===== src/rtl/synchronizer.sv =====
// Single-bit pin synchroniser: STAGES flops in series, preset to RESET_VALUE.
module synchronizer #(
  parameter int unsigned STAGES      = 2,
  parameter logic        RESET_VALUE = 1'b0
) (
  input  logic clk,
  input  logic reset_n,
  input  logic d,
  output logic q
);

  logic [STAGES-1:0] ff;

  always_ff @(posedge clk or negedge reset_n) begin
    if (!reset_n) begin
      ff <= {STAGES{RESET_VALUE}};
    end else begin
      ff <= {ff[STAGES-2:0], d};
    end
  end

  assign q = ff[STAGES-1];

endmodule


===== src/rtl/spi_device.sv =====
// SPI mode-0 slave front end oversampled in the clk domain: byte deserialiser
// for COPI, byte serialiser for CIPO with a one-deep response holding register.
module spi_device #(
  parameter int unsigned SYNC_STAGES = 2
) (
  input  logic       clk,
  input  logic       reset_n,
  input  logic       spi_sck,
  input  logic       spi_cs_n,
  input  logic       spi_copi,
  output logic       spi_cipo,
  output logic       spi_cipo_oe,
  output logic       cs_n,
  output logic [7:0] rx_data,
  output logic       rx_strobe,
  input  logic [7:0] tx_data,
  input  logic       tx_strobe
);

  localparam int unsigned BYTE_W = 8;
  localparam int unsigned CNT_W  = 3;

  typedef enum logic {
    IDLE,
    ACTIVE
  } state_t;

  state_t              state;
  logic                sck_sync;
  logic                cs_sync;
  logic                copi_sync;
  logic                sck_hist;
  logic                cs_hist;
  logic [CNT_W-1:0]    bit_count;
  logic [BYTE_W-1:0]   rx_shift;
  logic [BYTE_W-1:0]   tx_shift;
  logic [BYTE_W-1:0]   holding;
  logic                tx_pending;
  logic                rx_done;

  logic                sck_rise;
  logic                sck_fall;
  logic                cs_fall;
  logic                cs_rise;
  logic                last_bit;
  logic                byte_start;

  synchronizer #(.STAGES(SYNC_STAGES), .RESET_VALUE(1'b0)) u_sync_sck (
    .clk     (clk),
    .reset_n (reset_n),
    .d       (spi_sck),
    .q       (sck_sync)
  );

  synchronizer #(.STAGES(SYNC_STAGES), .RESET_VALUE(1'b1)) u_sync_cs (
    .clk     (clk),
    .reset_n (reset_n),
    .d       (spi_cs_n),
    .q       (cs_sync)
  );

  synchronizer #(.STAGES(SYNC_STAGES), .RESET_VALUE(1'b0)) u_sync_copi (
    .clk     (clk),
    .reset_n (reset_n),
    .d       (spi_copi),
    .q       (copi_sync)
  );

  // Edge pulses; SCK edges only count while the chip is selected.
  assign sck_rise = sck_sync & ~sck_hist & ~cs_sync;
  assign sck_fall = ~sck_sync & sck_hist & ~cs_sync;
  assign cs_fall  = cs_hist & ~cs_sync;
  assign cs_rise  = ~cs_hist & cs_sync;
  assign last_bit = (bit_count == CNT_W'(BYTE_W - 1));

  // A new transmit byte is loaded on frame entry and on every byte wrap.
  assign byte_start = ((state == IDLE) && cs_fall) ||
                      ((state == ACTIVE) && !cs_rise && sck_rise && last_bit);

  assign cs_n     = cs_sync;
  assign spi_cipo = tx_shift[BYTE_W-1];

  always_ff @(posedge clk or negedge reset_n) begin
    if (!reset_n) begin
      state       <= IDLE;
      sck_hist    <= 1'b0;
      cs_hist     <= 1'b1;
      bit_count   <= '0;
      rx_shift    <= '0;
      tx_shift    <= '0;
      holding     <= '0;
      tx_pending  <= 1'b0;
      rx_done     <= 1'b0;
      rx_data     <= '0;
      rx_strobe   <= 1'b0;
      spi_cipo_oe <= 1'b0;
    end else begin
      sck_hist  <= sck_sync;
      cs_hist   <= cs_sync;
      rx_done   <= 1'b0;
      rx_strobe <= rx_done;

      // Writes outside a byte start park in the holding register.
      if (tx_strobe && !byte_start) begin
        holding    <= tx_data;
        tx_pending <= 1'b1;
      end

      if (byte_start) begin
        tx_shift   <= tx_strobe ? tx_data : (tx_pending ? holding : '0);
        tx_pending <= 1'b0;
      end

      case (state)
        IDLE: begin
          if (cs_fall) begin
            state       <= ACTIVE;
            spi_cipo_oe <= 1'b1;
            bit_count   <= '0;
            rx_shift    <= '0;
          end
        end
        ACTIVE: begin
          // Deselect wins over any SCK edge in the same cycle.
          if (cs_rise) begin
            state       <= IDLE;
            spi_cipo_oe <= 1'b0;
            bit_count   <= '0;
            rx_shift    <= '0;
          end else if (sck_rise) begin
            rx_shift  <= {rx_shift[BYTE_W-2:0], copi_sync};
            bit_count <= bit_count + CNT_W'(1);
            if (last_bit) begin
              rx_data <= {rx_shift[BYTE_W-2:0], copi_sync};
              rx_done <= 1'b1;
            end
          end else if (sck_fall && (bit_count != '0)) begin
            // No shift on the fall after bit 8: the freshly loaded MSB stays out.
            tx_shift <= {tx_shift[BYTE_W-2:0], 1'b0};
          end
        end
        default: state <= IDLE;
      endcase
    end
  end

endmodule


===== config.mk =====
export PLATFORM = sky130hd
export DESIGN_NAME = spi_device
export DESIGN_NICKNAME = d
export VERILOG_FILES = /design/src/rtl/synchronizer.sv /design/src/rtl/spi_device.sv
export SDC_FILE = /design/constraint.sdc
export NUM_CORES = 1
export LEC_CHECK = 0
export CAP_MARGIN = 20
export CORE_UTILIZATION = 40
export DETAILED_ROUTE_END_ITERATION = 7
export HOLD_SLACK_MARGIN = 0.03
export PLACE_DENSITY = 0.72
export SYNTH_ARGS = -nofsm -noshare
export SYNTH_HDL_FRONTEND = slang
export SYNTH_SLANG_ARGS = --single-unit

===== constraint.sdc =====
create_clock -name clk -period 1.9 [get_ports clk]
set_input_delay 0.285 -clock clk [delete_from_list [all_inputs] [get_ports clk]]
set_output_delay 0.285 -clock clk [all_outputs]
set_load 0.01 [all_outputs]

==> metrics.md <==
| Metric | Value |
|---|---|
| Outcome | complete, but fails checks |
| Violated checks | design-rule violations |
| Layout cells sized above 1 | 20.3% |
| Post-Place Setup Slack | 0.102 ns |
| Area occupied by multi-input gates | 717 µm² |
| CTS tree | done |
| Slew Viols, Final | 0 |
| Fin Setup TNS | 0 ns |
| Cell Chain, Critical Path | ha_1 > ha_2 > nand4b_1 > a21o_1 > buf_6 > a221oi_1 > o31ai_1 |
| Hold slack | 0.0540 ns |
| CTS resizes | 0 |
| Pin count of the biggest net entering global routing | 48 |
| Final setup viols | 0 |
| Syn Nets | 155 |
| Least-Margin Pin Slew | 0.586 ns |
| Sequential cell area | 1180 µm² |
| Routed wire per std cell | 15.4 µm |
| Peak fanout along the critical path | 8 |
| Netlist Area Pre-Place | 1920 µm² |
| Die area | 5080 µm² |
| Pleak | 1.06 nW |
| Post-synthesis sequential area ratio | 61.5% |
| Post-route setup slack | 0.124 ns |
| CP top delay family | compound AO/OA/AOI/OAI gates |
| Hold_buf cts | 0 |
| Vias in the first global route | 1256 |
| Cell Area, Placed | 2240 µm² |
| Core Box Area | 4470 µm² |
| Worst Path Required | 2.07 ns |
| Crit start category | flop |
| Max-Cap Viols | 0 |
| Synth Warn # | 0 |
| Slowest cell delay on critical path | 0.38 ns |
| Unrepaired setup endpoints after global routing | true |
| Design area | 2350 µm² |
| Clock sink count | 47 |
| Root buffer selected by CTS | clkbuf_8 |
| Total CTS buffers | 5 |
| Pwr Density | 904 nW/µm² |
| Worst path bufs/invs | 1 |
| Peak VDD IR | 0.000549 V |
| Synth-to-Final Area Change | 22.7% |
| I/O Pins | 26 |
| Latest clock arrival within the worst-skew pair | 0.30 ns |
| Nets | 188 |
| Mean Syn Cell Area | 13.9 µm² |
| Period utilisation layout | 93.5% |
| Number of buffers inserted by port buffering | 25 |
| Max clock buf depth | 2 |
| Most common cell after layout, fill and taps aside | dfrtp_1 |
| WL final | 3440 µm |
| First-pass DRT Iterations | 6 |
| Dpl hpwl | 2360 µm |
| All-Layer GR Usage | 15.5% |
| Peak Freq | 563 MHz |
| Critical Setup Path Class | flop to flop |
| Cells after Synth | 138 |
| H-tree depth | 2 |
| DR iter-0 viols | 85 |
| Initial Util | 42.9% |
| Final hold vios | 0 |
| Number of core rows | 24 |
| Worst Skew | 0.0107 ns |
| Final ANT Viol Nets | 0 |
| Remaining DRCs | 4 |
| Die height | 71.3 µm |
| CP max stage cell | dfrtp_1 |
| Hold Crit Class | primary input to asynchronous set/reset pin |
| Antenna violations before repair | 0 |
| Commonest non-fill, non-tap cells in the layout | dfrtp_1, clkdlybuf4s50_1, nor2_1 |
| Worst Path Arrival | 1.95 ns |
| Slew headroom | 60.8% |
| First-pass GRT wire length | 5950 µm |
| Synthesized flop and latch total | 47 |
| Drt via density | 5.37 |
| DIE WIDTH | 71.3 µm |
| Routed via count | 1202 |
| Grt total ovfl | 0 |
| Number of setup buffers added after CTS | 0 |
| Final min period | 1.78 ns |
| RD Place Congestion | 0.806 |
| Yosys cell types | 30 |
| ANT cells | 0 |
| Fillers | 374 |
| Crit. End Element | flop |
| Clk slew on worst S/H paths | 0.09 ns |
## power breakdown
| group | internal [W] | switching (W) |
|---|---|---|
| sequential | 0.00112 | 0.0000785 |
| clock | 0.000264 | 0.000341 |
| combinational | 0.000173 | 0.000157 |
## metrics by stage
stage / instances / util [%] / total power (W)
global placement: 216 / 50.0 / 0.00151
CTS: 224 / 52.1 / 0.00214
finish: 224 / 52.6 / 0.00213
floorplan: 138 / - / 0.00140
detailed placement: 216 / 50.0 / 0.00154
global route: 224 / 52.6 / 0.00225
## final timing paths
kind,from,endpoint,slack (ns),depth (start not counted)
worst min-delay path,reset_n,holding[6],0.05,2
max in group asynchronous,reset_n,tx_shift[5],1.44,2
worst max-delay path,bit_count[0],tx_shift[1],0.12,7
worst min register to register,u_sync_sck.ff[0],u_sync_sck.ff[1],0.36,0
min in group clk,u_sync_sck.ff[0],u_sync_sck.ff[1],0.36,0
worst max register to register,bit_count[0],tx_shift[1],0.12,7
## kinds of logic (layout without fill, tap and decap cells)
kind of cell    after synthesis  in the layout  share of synthesized area (%)
compound gates               30             30                           12.9
buf+inv                       8             42                           2.28
mux                          16             16                           11.0
flops                        47             47                           61.5
fa+ha+maj                     4              4                           2.48
simple gates                 33             33                           9.91
## cell type report
cell class / instances / area share (%)
Multi-Input combinational cell: 83 / 30.4
Clock inverter: 3 / 0.956
Timing Repair Buffer: 30 / 12.2
Clock buffer: 5 / 2.92
Inverter: 4 / 0.638
Sequential cell: 47 / 50.1
Tap cell: 52 / 2.76
## Yosys cell counts
master	number	area, µm²
buf_4	1	7.51
nand4b_1	1	8.76
a22o_1	9	78.8
a21o_1	1	7.51
nand2_1	8	30.0
and2b_1	1	7.51
a21oi_2	1	8.76
mux2_4	8	120
o21ai_0	2	10.0
ha_1	3	37.5
nand2b_1	1	6.26
o221ai_2	1	15.0
nor3_1	1	5.00
and3_1	1	6.26
nor2b_1	3	18.8
nand2b_2	1	8.76
maj3_1	1	10.0
nor2_1	13	48.8
inv_1	4	15.0
nor4b_4	1	23.8
a21oi_1	1	5.00
a221oi_1	8	70.1
buf_6	1	11.3
buf_2	2	10.0
dfrtp_1	44	1100
nand2_2	1	6.26
dfstp_2	3	78.8
mux2_1	8	90.1
o31ai_1	7	52.6
nand2_8	1	20.0
## sequential cells by signal, summed over array words and instances (netlist names), 2 cells and up
signal and count:
bit_count 3, holding 8, rx_data 8, rx_shift 7, tx_shift 8, u_sync_copi.ff 2
u_sync_cs.ff 2, u_sync_sck.ff 2
## routing by layer
| metal | share of wire [%] | up-vias | GRT usage (%) |
|---|---|---|---|
| li1 | - | 567 | - |
| met1 | 48 | 590 | 20.4 |
| met2 | 46 | 40 | 24.2 |
| met4 | 1.1 | 0 | 5.56 |
| met5 | 0 | - | 0 |
| met3 | 5.4 | 5 | 5.06 |
Power figures use the tool's default switching activity.
